[config.mk]
export PLATFORM = sky130hd
export DESIGN_NAME = periph_bridge_flat
export DESIGN_NICKNAME = d
export VERILOG_FILES = /design/src/rtl/periph_bridge_pkg.sv /design/src/rtl/periph_bridge_if.sv /design/src/rtl/periph_rdata_align.sv /design/src/rtl/periph_bridge.sv /design/src/flat_wrapper.sv
export SDC_FILE = /design/constraint.sdc
export NUM_CORES = 1
export LEC_CHECK = 0
export ABC_AREA = 1
export BUFFER_PORTS_ARGS = -buffer_cell sky130_fd_sc_hd__buf_2
export CORE_ASPECT_RATIO = 1.5
export CORE_MARGIN = 2
export CORE_UTILIZATION = 30
export CTS_BUF_LIST = sky130_fd_sc_hd__clkbuf_8
export DETAILED_ROUTE_END_ITERATION = 7
export PLACE_DENSITY = 0.62
export SYNTH_ARGS = -nofsm -noshare
export SYNTH_HDL_FRONTEND = slang
export SYNTH_SLANG_ARGS = --single-unit
[constraint.sdc]
create_clock -name clk -period 2.9 [get_ports clk]
set_clock_uncertainty 0.05 [all_clocks]
set_input_delay 0.87 -clock clk [delete_from_list [all_inputs] [get_ports clk]]
set_output_delay 0.87 -clock clk [all_outputs]
set_load 0.05 [all_outputs]
[src/rtl/periph_bridge_pkg.sv]
// Shared peripheral definitions: bridge FSM encoding, access size codes,
// target window sizes and the small helpers every bridge needs.
package periph_bridge_pkg;

   // FSM state encoding, kept as plain constants so legacy code can compare against them.
   localparam logic [2:0] ST_IDLE     = 3'd0;
   localparam logic [2:0] ST_ISSUE    = 3'd1;
   localparam logic [2:0] ST_WAIT     = 3'd2;
   localparam logic [2:0] ST_RESP     = 3'd3;
   localparam logic [2:0] ST_ERR_RESP = 3'd4;

   // Access size codes as carried on cpu_req_size / p_req_size.
   typedef enum logic [2:0] {
      SIZE_B = 3'd0,
      SIZE_H = 3'd1,
      SIZE_W = 3'd2,
      SIZE_D = 3'd3
   } size_e;

   // Decoded destination of a request.
   typedef enum logic [1:0] {
      TGT_NONE  = 2'd0,
      TGT_CLINT = 2'd1,
      TGT_UART  = 2'd2
   } tgt_e;

   // Window sizes; the bases stay parameters of each bridge.
   localparam logic [31:0] CLINT_WIN_SIZE = 32'h0001_0000;
   localparam logic [31:0] UART_WIN_SIZE  = 32'h0000_1000;

   // True when the address is not naturally aligned for the size, or the size code is illegal.
   function automatic logic misaligned(input logic [31:0] addr, input logic [2:0] size);
      case (size)
         SIZE_B:  return 1'b0;
         SIZE_H:  return addr[0];
         SIZE_W:  return |addr[1:0];
         SIZE_D:  return |addr[2:0];
         default: return 1'b1;
      endcase
   endfunction

   // Keeps the low 1/2/4/8 bytes of a right-justified value.
   function automatic logic [63:0] size_mask(input logic [2:0] size);
      case (size)
         SIZE_B:  return 64'h0000_0000_0000_00FF;
         SIZE_H:  return 64'h0000_0000_0000_FFFF;
         SIZE_W:  return 64'h0000_0000_FFFF_FFFF;
         default: return 64'hFFFF_FFFF_FFFF_FFFF;
      endcase
   endfunction

endpackage

[src/rtl/periph_bridge_if.sv]
// Bus bundles around the peripheral bridge: the CPU-facing request/response
// channel and the shared target-facing request bus with per-target strobes.
interface cpu_bus_if;
   logic        cpu_req_valid;
   logic        cpu_req_ready;
   logic [31:0] cpu_req_addr;
   logic        cpu_req_we;
   logic [63:0] cpu_req_wdata;
   logic [2:0]  cpu_req_size;
   logic        cpu_rsp_valid;
   logic [63:0] cpu_rsp_rdata;
   logic        cpu_rsp_err;

   // CPU side drives requests and consumes responses.
   modport master (
      output cpu_req_valid, cpu_req_addr, cpu_req_we, cpu_req_wdata, cpu_req_size,
      input  cpu_req_ready, cpu_rsp_valid, cpu_rsp_rdata, cpu_rsp_err
   );
   // Bridge side accepts requests and produces responses.
   modport slave (
      input  cpu_req_valid, cpu_req_addr, cpu_req_we, cpu_req_wdata, cpu_req_size,
      output cpu_req_ready, cpu_rsp_valid, cpu_rsp_rdata, cpu_rsp_err
   );
endinterface

interface periph_bus_if;
   logic [15:0] p_req_addr;
   logic [63:0] p_req_wdata;
   logic        p_req_we;
   logic [2:0]  p_req_size;
   logic        clint_req_valid;
   logic        clint_req_ready;
   logic [63:0] clint_req_rdata;
   logic        uart_req_valid;
   logic        uart_req_ready;
   logic [63:0] uart_req_rdata;

   // Bridge side drives the shared request fields and the target strobes.
   modport master (
      output p_req_addr, p_req_wdata, p_req_we, p_req_size, clint_req_valid, uart_req_valid,
      input  clint_req_ready, clint_req_rdata, uart_req_ready, uart_req_rdata
   );
   // Target side sees the requests and returns completion and data.
   modport slave (
      input  p_req_addr, p_req_wdata, p_req_we, p_req_size, clint_req_valid, uart_req_valid,
      output clint_req_ready, clint_req_rdata, uart_req_ready, uart_req_rdata
   );
endinterface

[src/rtl/periph_rdata_align.sv]
// Read-data alignment: moves the addressed bytes of a 64-bit target word down
// to bit 0 and zero-extends them to the access size.
module periph_rdata_align
   import periph_bridge_pkg::*;
(
   input  logic [63:0] rdata_i,
   input  logic [2:0]  offset_i,
   input  logic [2:0]  size_i,
   output logic [63:0] rdata_o
);

   logic [63:0] shifted;

   // Byte-offset shift followed by the size mask.
   always_comb begin
      shifted = rdata_i >> {offset_i, 3'b000};
      rdata_o = shifted & size_mask(size_i);
   end

endmodule

[src/rtl/periph_bridge.sv]
// CPU to peripheral bridge: decodes one request at a time into the CLINT or
// UART window, strobes the target for a single cycle, waits (bounded) for its
// completion and returns an aligned, single-cycle response or an access fault.
module periph_bridge
   import periph_bridge_pkg::*;
#(
   parameter logic [31:0] CLINT_BASE     = 32'h0200_0000,
   parameter logic [31:0] UART_BASE      = 32'h1000_0000,
   parameter int unsigned TIMEOUT_CYCLES = 16
) (
   input  logic         clk,
   input  logic         reset_n,
   cpu_bus_if.slave     cpu,
   periph_bus_if.master periph
);

   localparam int unsigned          CNT_W    = (TIMEOUT_CYCLES > 1) ? $clog2(TIMEOUT_CYCLES) : 1;
   localparam logic [CNT_W-1:0]     CNT_LAST = CNT_W'(TIMEOUT_CYCLES - 1);

   logic [2:0]       state_q, state_d;
   logic [CNT_W-1:0] cnt_q, cnt_d;
   logic [63:0]      rdata_q, rdata_d;
   logic             ready_q;

   tgt_e             tgt_q;
   logic             we_q;
   logic [2:0]       size_q;
   logic [2:0]       off_q;
   logic [15:0]      p_addr_q;
   logic [63:0]      p_wdata_q;

   logic [31:0]      clint_rel, uart_rel;
   tgt_e             tgt_dec;
   logic [15:0]      off_dec;
   logic             fault;
   logic             handshake;
   logic             tgt_ready;
   logic [63:0]      tgt_rdata;
   logic [2:0]       align_off;
   logic [63:0]      aligned_rdata;

   assign handshake = cpu.cpu_req_valid & ready_q;

   // Address decode of the incoming request; window membership via unsigned distance from base.
   // NOTE: every always_comb output gets a default first so no path leaves it unassigned (no latch).
   always_comb begin
      clint_rel = cpu.cpu_req_addr - CLINT_BASE;
      uart_rel  = cpu.cpu_req_addr - UART_BASE;
      tgt_dec   = TGT_NONE;
      off_dec   = 16'h0000;
      if (clint_rel < CLINT_WIN_SIZE) begin
         tgt_dec = TGT_CLINT;
         off_dec = cpu.cpu_req_addr[15:0];
      end else if (uart_rel < UART_WIN_SIZE) begin
         tgt_dec = TGT_UART;
         off_dec = {4'h0, cpu.cpu_req_addr[11:0]};
      end
      fault = (tgt_dec == TGT_NONE) | misaligned(cpu.cpu_req_addr, cpu.cpu_req_size);
   end

   // Completion and data of whichever target the latched request selected.
   always_comb begin
      tgt_ready = 1'b0;
      tgt_rdata = 64'h0;
      case (tgt_q)
         TGT_CLINT: begin
            tgt_ready = periph.clint_req_ready;
            tgt_rdata = periph.clint_req_rdata;
         end
         TGT_UART: begin
            tgt_ready = periph.uart_req_ready;
            tgt_rdata = periph.uart_req_rdata;
         end
         default: ;
      endcase
   end

   // Transaction sequencing with the bounded wait for target completion.
   always_comb begin
      state_d = state_q;
      cnt_d   = cnt_q;
      rdata_d = rdata_q;
      case (state_q)
         ST_IDLE: begin
            if (handshake) state_d = fault ? ST_ERR_RESP : ST_ISSUE;
         end
         ST_ISSUE: begin
            // Ready during the strobe cycle is deliberately not looked at.
            state_d = ST_WAIT;
            cnt_d   = '0;
         end
         ST_WAIT: begin
            if (tgt_ready) begin
               rdata_d = tgt_rdata;
               state_d = ST_RESP;
            end else if (cnt_q == CNT_LAST) begin
               state_d = ST_ERR_RESP;
            end else begin
               cnt_d = cnt_q + 1'b1;
            end
         end
         default: state_d = ST_IDLE;
      endcase
   end

   // State, wait counter, captured data and the registered accept flag.
   // NOTE: sequential state uses non-blocking assignments so all flops update from pre-edge values.
   always_ff @(posedge clk or negedge reset_n) begin
      if (!reset_n) begin
         state_q <= ST_IDLE;
         cnt_q   <= '0;
         rdata_q <= 64'h0;
         ready_q <= 1'b0;
      end else begin
         state_q <= state_d;
         cnt_q   <= cnt_d;
         rdata_q <= rdata_d;
         // Registered so ready stays low while reset is held and rises on the first edge after.
         ready_q <= (state_d == ST_IDLE);
      end
   end

   // Request fields latched on the handshake and held until the next one.
   always_ff @(posedge clk or negedge reset_n) begin
      if (!reset_n) begin
         tgt_q     <= TGT_NONE;
         we_q      <= 1'b0;
         size_q    <= 3'd0;
         off_q     <= 3'd0;
         p_addr_q  <= 16'h0;
         p_wdata_q <= 64'h0;
      end else if (handshake) begin
         tgt_q     <= tgt_dec;
         we_q      <= cpu.cpu_req_we;
         size_q    <= cpu.cpu_req_size;
         off_q     <= cpu.cpu_req_addr[2:0];
         p_addr_q  <= off_dec;
         p_wdata_q <= cpu.cpu_req_wdata;
      end
   end

   // CLINT returns the whole aligned register; the UART already presents its byte in lane 0.
   assign align_off = (tgt_q == TGT_CLINT) ? off_q : 3'd0;

   periph_rdata_align u_align (
      .rdata_i  (rdata_q),
      .offset_i (align_off),
      .size_i   (size_q),
      .rdata_o  (aligned_rdata)
   );

   assign cpu.cpu_req_ready   = ready_q;
   assign cpu.cpu_rsp_valid   = (state_q == ST_RESP) | (state_q == ST_ERR_RESP);
   assign cpu.cpu_rsp_err     = (state_q == ST_ERR_RESP);
   assign cpu.cpu_rsp_rdata   = ((state_q == ST_RESP) && !we_q) ? aligned_rdata : 64'h0;

   assign periph.p_req_addr      = p_addr_q;
   assign periph.p_req_wdata     = p_wdata_q;
   assign periph.p_req_we        = we_q;
   assign periph.p_req_size      = size_q;
   assign periph.clint_req_valid = (state_q == ST_ISSUE) && (tgt_q == TGT_CLINT);
   assign periph.uart_req_valid  = (state_q == ST_ISSUE) && (tgt_q == TGT_UART);

endmodule

[src/flat_wrapper.sv]
// flat-port wrapper written by rule: the top's interface ports become plain ports
module periph_bridge_flat import periph_bridge_pkg::*;
#(
   parameter logic [31:0] CLINT_BASE     = 32'h0200_0000,
   parameter logic [31:0] UART_BASE      = 32'h1000_0000,
   parameter int unsigned TIMEOUT_CYCLES = 16
)
  (clk, reset_n, cpu_cpu_req_valid, cpu_cpu_req_addr, cpu_cpu_req_we, cpu_cpu_req_wdata, cpu_cpu_req_size, cpu_cpu_req_ready, cpu_cpu_rsp_valid, cpu_cpu_rsp_rdata, cpu_cpu_rsp_err, periph_p_req_addr, periph_p_req_wdata, periph_p_req_we, periph_p_req_size, periph_clint_req_valid, periph_uart_req_valid, periph_clint_req_ready, periph_clint_req_rdata, periph_uart_req_ready, periph_uart_req_rdata);
  cpu_bus_if cpu_i ();
  periph_bus_if periph_i ();
  input  logic clk;
  input  logic reset_n;
  input wire logic [$bits(cpu_i.cpu_req_valid)-1:0] cpu_cpu_req_valid;
  input wire logic [$bits(cpu_i.cpu_req_addr)-1:0] cpu_cpu_req_addr;
  input wire logic [$bits(cpu_i.cpu_req_we)-1:0] cpu_cpu_req_we;
  input wire logic [$bits(cpu_i.cpu_req_wdata)-1:0] cpu_cpu_req_wdata;
  input wire logic [$bits(cpu_i.cpu_req_size)-1:0] cpu_cpu_req_size;
  output wire logic [$bits(cpu_i.cpu_req_ready)-1:0] cpu_cpu_req_ready;
  output wire logic [$bits(cpu_i.cpu_rsp_valid)-1:0] cpu_cpu_rsp_valid;
  output wire logic [$bits(cpu_i.cpu_rsp_rdata)-1:0] cpu_cpu_rsp_rdata;
  output wire logic [$bits(cpu_i.cpu_rsp_err)-1:0] cpu_cpu_rsp_err;
  output wire logic [$bits(periph_i.p_req_addr)-1:0] periph_p_req_addr;
  output wire logic [$bits(periph_i.p_req_wdata)-1:0] periph_p_req_wdata;
  output wire logic [$bits(periph_i.p_req_we)-1:0] periph_p_req_we;
  output wire logic [$bits(periph_i.p_req_size)-1:0] periph_p_req_size;
  output wire logic [$bits(periph_i.clint_req_valid)-1:0] periph_clint_req_valid;
  output wire logic [$bits(periph_i.uart_req_valid)-1:0] periph_uart_req_valid;
  input wire logic [$bits(periph_i.clint_req_ready)-1:0] periph_clint_req_ready;
  input wire logic [$bits(periph_i.clint_req_rdata)-1:0] periph_clint_req_rdata;
  input wire logic [$bits(periph_i.uart_req_ready)-1:0] periph_uart_req_ready;
  input wire logic [$bits(periph_i.uart_req_rdata)-1:0] periph_uart_req_rdata;
  assign cpu_i.cpu_req_valid = cpu_cpu_req_valid;
  assign cpu_i.cpu_req_addr = cpu_cpu_req_addr;
  assign cpu_i.cpu_req_we = cpu_cpu_req_we;
  assign cpu_i.cpu_req_wdata = cpu_cpu_req_wdata;
  assign cpu_i.cpu_req_size = cpu_cpu_req_size;
  assign cpu_cpu_req_ready = cpu_i.cpu_req_ready;
  assign cpu_cpu_rsp_valid = cpu_i.cpu_rsp_valid;
  assign cpu_cpu_rsp_rdata = cpu_i.cpu_rsp_rdata;
  assign cpu_cpu_rsp_err = cpu_i.cpu_rsp_err;
  assign periph_p_req_addr = periph_i.p_req_addr;
  assign periph_p_req_wdata = periph_i.p_req_wdata;
  assign periph_p_req_we = periph_i.p_req_we;
  assign periph_p_req_size = periph_i.p_req_size;
  assign periph_clint_req_valid = periph_i.clint_req_valid;
  assign periph_uart_req_valid = periph_i.uart_req_valid;
  assign periph_i.clint_req_ready = periph_clint_req_ready;
  assign periph_i.clint_req_rdata = periph_clint_req_rdata;
  assign periph_i.uart_req_ready = periph_uart_req_ready;
  assign periph_i.uart_req_rdata = periph_uart_req_rdata;
  periph_bridge #(.CLINT_BASE(CLINT_BASE), .UART_BASE(UART_BASE), .TIMEOUT_CYCLES(TIMEOUT_CYCLES)) u_core (.clk(clk), .reset_n(reset_n), .cpu(cpu_i), .periph(periph_i));
endmodule
-- After elaboration in Yosys (flattened, before gate mapping)
Index checks and enable logic that the tools add are counted.
- flip-flop bits (word level): 161
- output and inout bits: 153
- logic and storage cells: 66
- $add $sub $neg: 3
- order comparisons: 2
- equal/unequal tests: 14
- shift operators: 1
- muxes and demuxes: 18
- bitwise gates (word level): 4
- reduce and logical (&&, ||, !) cells: 14
- operator list (operator ; number):
    $pmux W64 S3 ; 1
    $pmux W64 S2 ; 1
    $and A64 B64 Y64 ; 1
    $mux W64 ; 1
    $shr A64 B6 Y64 ; 1
    $lt A32 B13 Y1 const B ; 1
    $lt A32 B17 Y1 const B ; 1
    $sub A32 B26 Y32 const B ; 1
    $sub A32 B29 Y32 const B ; 1
    $mux W16 ; 1
    $eq A3 B2 Y1 const B ; 5
    $mux W3 ; 5
    $logic_not A3 Y1 ; 4
    $mux W12 ; 1
    $eq A3 B1 Y1 const B ; 3
    $pmux W3 S3 ; 1
    $mux W4 ; 2
    $pmux W4 S2 ; 1
    $add A4 B1 Y4 const B ; 1
    $eq A4 B4 Y1 const B ; 1
    $mux W2 ; 2
    $ne A2 B2 Y1 const B ; 2
    $pmux W1 S4 ; 1
    $eq A3 B3 Y1 const B ; 1
    other kinds (13) ; 16

-- Longest topological paths before layout
Gate-level depths: netlist (run 1).
- word-level depth: 10
- mapped depth: 12

-- By module
A second synthesis (run 1) with hierarchy kept.
- cell total of the unflattened synthesis: 1450
- area, all modules: 9536.6 sq um
- modules (own cells, without submodules) (module ; times used ; cells an instance ; area each (sq um) ; seq. area each (sq um)):
    periph_bridge ; 1 ; 966 ; 7397.1 ; 4028.9
    periph_rdata_align ; 1 ; 484 ; 2139.6 ; 0.0

-- Worst setup path after synthesis (run 1)
No wires, ideal clock.
- path type: register -> output
- start point: register u_core.tgt_q[1]
- end point: output cpu_cpu_rsp_rdata[4]
- arrival: 2525 ps
- setup slack: -545 ps
- cell stages (with the launch flop): 10
- cells stage by stage: dfrtp_1 > inv_1 > ha_1 > buf_2 > nand2_2 > buf_2 > clkbuf_1 > nand3_1 > a21oi_1 > a211oi_1
- cells in the longest elaborated chain, start to end: 5
- RTL lines (what ; line ; source):
    start: declaration ; periph_bridge.sv:25 ; tgt_e tgt_q;
    start signal: assignment ; periph_bridge.sv:133 ; tgt_q <= tgt_dec;
    $eq A2 B1 Y1 ; periph_bridge.sv:143 ; assign align_off = (tgt_q == TGT_CLINT) ? off_q : 3'd0;
    $mux W3 ; periph_bridge.sv:143 ;
    $shr A64 B6 Y64 ; periph_rdata_align.sv:16 ; shifted = rdata_i >> {offset_i, 3'b000};
    $and A64 B64 Y64 ; periph_rdata_align.sv:17 ; rdata_o = shifted & size_mask(size_i);
    $mux W64 ; periph_bridge.sv:155 ; assign cpu.cpu_rsp_rdata = ((state_q == ST_RESP) && !we_q) ? aligned_rdata : 64'h0;
    end: declaration ; flat_wrapper.sv:20 ; output wire logic [$bits(cpu_i.cpu_rsp_rdata)-1:0] cpu_cpu_rsp_rdata;
No other way between the ends.

-- Final worst setup path (run 1)
- start point: register u_core.tgt_q[1]
- end point: output cpu_cpu_rsp_rdata[10]
Same word-level chain as after synthesis.

==> impl_results.md, run 1 <==
- Status: complete, but fails checks
- Failing checks: setup timing
- Starting Density: 0.306
- #FFs+latches synth: 161
- Clk network pwr share: 0.331
- Worst slew margin: 0.592
- CTS tree: done
- Post-Syn Area: 8820 sq um
- Switching Share: 0.351
- ANT cells: 0
- FF-to-FF path depth: 10
- Post-synthesis cell type count: 32
- Worst Path Required: 1980 ps
- Slew Viols, Final: 0
- Worst Setup End Kind: primary output
- Fillers: 2891
- Crit path kind: reg -> out
- Overall power: 5.53 mW
- Synth Instances: 1240
- Via Count: 10200
- Initial antenna violation count: 3
- Most frequent cell after synthesis: nand2_1
- Total leakage power: 6.57 nW
- Max IR drop VDD: 0.409 mV
- CP Capture Point: cpu_cpu_rsp_rdata[10]
- Setup crit start: u_core.tgt_q[1]$_DFFE_PN0P_
- Routed WL: 38400 um
- Net count after synthesis: 1477
- DR iter-0 viols: 617
- Hold Slack: 227 ps
- Clock Tree Buf Depth: 2
- Global route total overflow: 0
- Synth async-reset ratio: 1.00
- Tmin final: 3300 ps
- Port buffer count: 385
- CTS buffer count: 17
- Clk sinks: 161
- Row count: 76
- Area leader, netlist: dfrtp_1
- Pre-CTS WS: -54.5 ps
- Most used flip-flop cell after synthesis: dfrtp_1
- Area contributors post-synth: dfrtp_1 46%, nand2_1 22%, nor2_1 5.1%, a31oi_1 4.5%, o21ai_0 4.0%
- HPWL Detailed: 28600 um
- Final hold vios: 0
- CP Launch Type: flip-flop
- Final ANT Viol Nets: 0
- Pin count of the biggest net entering global routing: 129
- Post-synthesis sequential area ratio: 0.457
- Reg2Reg Setup Slack: 760 ps
- Vias/cell: 4.98
- Die height: 214 um
- DRT Pass-1 Iters: 5
- Reg power frac: 0.452
- YS warnings: 0
- RSZ-0062 raised after global routing: true
- Gpl congestion: 0.929
- R2r endpoint: u_core.rdata_q[40]$_DFFE_PN0P_
- Max_cap viols: 0
- Die W: 144 um
- Crit-path max FO: 19
- Power per standard cell area: 404 nW/um^2
- DRC: 0
- Hold Path Class: in -> async
- Top cell type's share of synthesized area: 0.457
- Number of enable flip-flop cells after synthesis: 0
- H-tree depth: 4
- Die Area: 30800 sq um
- Fmax: 0.303 GHz
- IO Count: 386
- Internal Power: 3.59 mW
- Avg Inst Size Synth: 7.11 sq um
- Nets@finish: 1885
- Post-DR wirelength/cell: 18.7 um
- Worst slew pin tran: 611 ps
- First-pass GRT wire length: 56200 um
- CTS clock-pin slew for the worst setup and hold paths: 100 ps
- Vias in the first global route: 10100
- Core footprint: 28800 sq um
- Area Overhead vs Synth: 55.3%
- Switching pwr: 1.94 mW
- CTS Root Cell: clkbuf_8
- GRT Overall Usage: 0.242
- Fraction of layout cells with a size suffix above 1: 0.404
- Worst r2r src: u_core.tgt_q[1]$_DFFE_PN0P_
- Most frequent cells after synthesis: 506 x nand2_1, 161 x dfrtp_1, 120 x nor2_1
- Fin crit share: 1.14
- Critical Path AT: 2380 ps
- Clock Latency Late Sink: 490 ps
- Comb power frac: 0.217
- Final WS setup: -401 ps
- Final setup violating endpoints: 64
worst min-delay path by stage:
stage / startpoint / end / slack (ps) / depth (start not counted)
4_1_cts: reset_n / u_core.rdata_q[34]$_DFFE_PN0P_ / 220 / 1
3_5_place_dp: u_core.periph.p_req_addr[10]$_DFFE_PN0P_ / u_core.periph.p_req_addr[10]$_DFFE_PN0P_ / 410 / 2
2_1_floorplan: u_core.off_q[2]$_DFFE_PN0P_ / u_core.off_q[2]$_DFFE_PN0P_ / 400 / 2
5_1_grt: reset_n / u_core.rdata_q[23]$_DFFE_PN0P_ / 230 / 1
6_report: reset_n / u_core.rdata_q[23]$_DFFE_PN0P_ / 230 / 1
3_3_place_gp: u_core.periph.p_req_wdata[29]$_DFFE_PN0P_ / u_core.periph.p_req_wdata[29]$_DFFE_PN0P_ / 410 / 2
power by group through the flow:
| stage | clock network, mW | logic [mW] | registers, mW |
|---|---|---|---|
| 2_1_floorplan | 0 | 0.220 | 3.04 |
| 3_3_place_gp | 0 | 1.21 | 2.53 |
| 3_5_place_dp | 0 | 1.22 | 2.53 |
| 4_1_cts | 1.89 | 1.22 | 2.50 |
| 5_1_grt | 1.98 | 1.29 | 2.52 |
| 6_report | 1.83 | 1.20 | 2.50 |
sequential cells by signal, indices dropped and copies added, names as in the netlist:
name	flops
u_core.periph.p_req_wdata	64
u_core.rdata_q	64
u_core.periph.p_req_addr	16
u_core.cnt_q	4
u_core.off_q	3
u_core.periph.p_req_size	3
u_core.state_q	3
u_core.tgt_q	2
u_core.cpu.cpu_req_ready	1
u_core.periph.p_req_we	1
critical path: stages (launching register included):
cell and delay, ps:
dfrtp_1 400, inv_2 80, ha_4 190, nand2_8 110, clkbuf_16 200, o211ai_1 360
nand3_1 200, a21oi_2 170, buf_6 170
stage by stage:
step | util | instances | setup TNS (ps) | instance area [sq um]
finish | 0.476 | 2051 | -17810 | 13700
CTS | 0.451 | 2034 | -21250 | 13000
detailed placement | 0.411 | 1994 | -82.6 | 11800
floorplan | - | 1240 | -2200 | 9130
global route | 0.476 | 2051 | -24080 | 13700
global placement | 0.411 | 1994 | -45.4 | 11800
area by class of cell:
class	count	area, sq um	share of cell area
Clock inverter	14	176	0.0129
Inverter	61	241	0.0176
Multi-Input combinational cell	932	5000	0.365
Tap cell	390	488	0.0356
Sequential cell	161	4030	0.294
Timing Repair Buffer	475	3520	0.257
Clock buffer	18	248	0.0181
cell families after synthesis:
logic type,Yosys count,share of synthesized area
adders and majority gates,4,0.00567
buffers and inverters,147,0.0743
and+or+nand+nor,717,0.321
xor gates and xnor gates,1,0.000993
AOI/OAI and AO/OA,208,0.139
DFF,161,0.457
muxes,2,0.00227
cells in the final DEF, fill, tap and decap left out, drive strengths merged:
| cell type | synthesis | final |
|---|---|---|
| nand4 | 1 | 1 |
| nor3 | 10 | 10 |
| o21a | 8 | 8 |
| inv | 61 | 66 |
| o31ai | 2 | 2 |
| xor2 | 1 | 1 |
| nor2 | 125 | 125 |
| a211oi | 16 | 16 |
| clkbuf | 38 | 25 |
| bufinv | 0 | 3 |
| a21oi | 42 | 42 |
| nand3 | 66 | 66 |
| mux2i | 2 | 2 |
| dfrtp | 161 | 161 |
| o22ai | 2 | 2 |
| clkinvlp | 0 | 1 |
| a31oi | 64 | 64 |
| o21ai | 72 | 72 |
| o211ai | 2 | 2 |
| nand2 | 507 | 507 |
| or2 | 8 | 8 |
| clkinv | 0 | 5 |
| ha | 4 | 4 |
| buf | 48 | 468 |
per-layer routing:
metal,share of wire,track usage
met4,0.048,0.104
met1,0.35,0.259
met2,0.54,0.450
met5,0.00070,0
met3,0.062,0.0509
repair_timing:
action                     CTS  global route
gates cloned                 4             7
pin swaps                   12            17
hold buffers                 0             0
setup endpoints to repair   65            65
gates resized for setup    205           140
buffers inserted             4            10
No activity file was read; power rests on OpenSTA's default activity.
==> run 2: changes to the inputs <==
Settings changed: PLACE_DENSITY 0.62 to unset, SLEW_MARGIN set to 40.
Clock period 2.9 ns to 3.62 ns, I/O delays scaled along.
==> run 2 against run 1 <==
Against the previous run:
- count of clock-buffer cells in the layout down 1
- via count down 5.8%
- final area is 12% lower
- final cell count down 3.2%
- critical path depth rose by 2
- global-route usage fell by 1.1 points
- power decreased by 21%
- worst hold slack improved by 200 ps
- sequential power fell by 20%
- clock power fell by 21%
- the flow now finishes without violations
==> impl_results.md, run 2 (synthesis results as in run 1) <==
- R2r endpoint: u_core.rdata_q[31]$_DFFE_PN0P_
- Worst Path Required: 2480 ps (+500 ps)
- Pin count of the biggest net entering global routing: 129 (unchanged)
- Port buffer count: 385 (unchanged)
- Tmin final: 3500 ps
- IO Count: 386 (unchanged)
- Clk sinks: 161 (unchanged)
- CTS tree: done
- Overall power: 4.39 mW (-21%)
- Most common cell after layout, fill and taps aside: nand2_1
- CTS buffer count: 17 (unchanged)
- Fillers: 2990 (+3.4%)
- Worst slew pin tran: 752 ps (+140 ps)
- # Post-CTS Setup Buffers: 0 (-4)
- DRC: 0 (unchanged)
- First-pass GRT wire length: 53800 um (-4.2%)
- Starting Density: 0.306 (unchanged)
- Final hold vios: 0 (unchanged)
- Clock Latency Late Sink: 480 ps (about the same)
- Final core utilization: 0.417 (-0.0588)
- GRT Overall Usage: 0.231 (-0.0111)
- Final ANT Viol Nets: 0 (unchanged)
- Worst Setup End Kind: primary output
- Max IR drop VDD: 0.303 mV (-26%)
- Vias/cell: 4.84 (-2.8%)
- DR iter-0 viols: 497 (-19%)
- Status: completed
- Routed WL: 35700 um (-7.0%)
- CTS Root Cell: clkbuf_8
- Nets@finish: 1821 (-3.4%)
- Fin crit share: 0.967
- Global route total overflow: 0 (unchanged)
- Hold_buf cts: 0 (unchanged)
- Post-DR wirelength/cell: 18.0 um (-4.0%)
- Hold Path Class: reg -> reg
- Die Area: 30800 sq um (unchanged)
- Area Overhead vs Synth: 36.1%
- Reg2Reg Setup Slack: 1300 ps (+540 ps)
- Row count: 76 (unchanged)
- Start point of the worst hold path: u_core.periph.p_req_wdata[15]$_DFFE_PN0P_
- Slew Viols, Final: 0 (unchanged)
- Fmax: 0.286 GHz
- Setup TNS Final: 0 ps (+17810 ps)
- Critical Path AT: 2360 ps (-20 ps)
- DRT Pass-1 Iters: 5 (unchanged)
- Worst Hold End: u_core.periph.p_req_wdata[15]$_DFFE_PN0P_
- Hold Path Cell Cnt: 2
- Gpl congestion: 0.889 (-4.3%)
- Crit-path max FO: 19 (unchanged)
- FF-to-FF path depth: 10 (unchanged)
- Worst r2r src: u_core.tgt_q[1]$_DFFE_PN0P_
- CTS clock-pin slew for the worst setup and hold paths: 90 ps (about the same)
- Most frequent cells in the layout: 502 x nand2_1, 348 x buf_2, 161 x dfrtp_1
- Die height: 214 um (unchanged)
- Core footprint: 28800 sq um (unchanged)
- Clock Tree Buf Depth: 2 (unchanged)
- Initial antenna violation count: 2 (-1)
- Vias in the first global route: 9582 (-4.7%)
- RSZ-0062 raised after global routing: true
- Crit path kind: reg -> out
- Die W: 144 um (unchanged)
- Max_cap viols: 0 (unchanged)
- Power per standard cell area: 365 nW/um^2 (-9.5%)
- CP Launch Type: flip-flop
- Via Count: 9612 (-5.8%)
- Fraction of layout cells with a size suffix above 1: 0.316 (-0.0882)
- ANT cells: 0 (unchanged)
- Final setup violating endpoints: 0 (-100%)
- H-tree depth: 4 (unchanged)
- Worst slew margin: 0.499 (-0.0931)
- HPWL Detailed: 27000 um (-5.5%)
- Total leakage power: 6.02 nW (-8.4%)
run 2: through the flow:
step           instance area [sq um]  std cells  worst slack (ps)  hold slack [ps]
6_report                       12000       1986               119              429
5_1_grt                        12000       1986             -34.0              460
4_1_cts                        11800       1983             -1.91              439
3_5_place_dp                   11200       1950               346              410
3_3_place_gp                   11200       1950               323              407
2_1_floorplan                   8930       1240              19.7              399
run 2: how the worst max path moves through the flow:
stage / from / end / slack [ps] / depth (start not counted)
after floorplan: u_core.tgt_q[0]$_DFFE_PN0P_ / cpu_cpu_rsp_rdata[8] / 20 / 9
after global placement: u_core.tgt_q[1]$_DFFE_PN0P_ / cpu_cpu_rsp_rdata[18] / 320 / 9
after CTS: u_core.tgt_q[1]$_DFFE_PN0P_ / cpu_cpu_rsp_rdata[16] / -2 / 8
final: u_core.tgt_q[1]$_DFFE_PN0P_ / cpu_cpu_rsp_rdata[3] / 120 / 10
after detailed placement: u_core.tgt_q[1]$_DFFE_PN0P_ / cpu_cpu_rsp_rdata[18] / 350 / 9
after global routing: u_core.tgt_q[1]$_DFFE_PN0P_ / cpu_cpu_rsp_rdata[54] / -30 / 8
run 2: timing repair:
item	4_1_cts	5_1_grt
resized for setup	40	84
gates cloned	2	3
endpoints found under the setup margin	29	64
pin swaps	2	16
run 2: cell type report:
class	count	area (sq um)	share of cell area
clock inverters	14	178	0.0148
flip-flops and latches	161	4030	0.336
multi-input cells	932	4350	0.362
clock buffers	17	234	0.0195
well taps	390	488	0.0406
repair buffers	411	2500	0.208
inverters	61	236	0.0197
run 2: critical path: stages (launching register included):
cell and delay, ps:
dfrtp_1 410, inv_2 90, ha_4 190, nand2_8 120, buf_12 190, nand2_1 60, o21ai_1 110, o21ai_0 170
inv_1 100, a211oi_2 210, buf_4 240
run 2: power by group:
group	internal, mW	total [mW]	leakage, nW	switching [mW]
Clock	0.690	1.44	0.207	0.748
Combinational	0.241	0.950	3.69	0.708
Sequential	1.92	2.00	2.12	0.0803
run 2: metal layers:
metal  vias up  share of wire  track usage
met5         -        0.00076            0
met4         4          0.047        0.112
met3        82          0.072       0.0547
met2       430           0.51        0.409
met1      4411           0.37        0.255
li1       4685              -            -
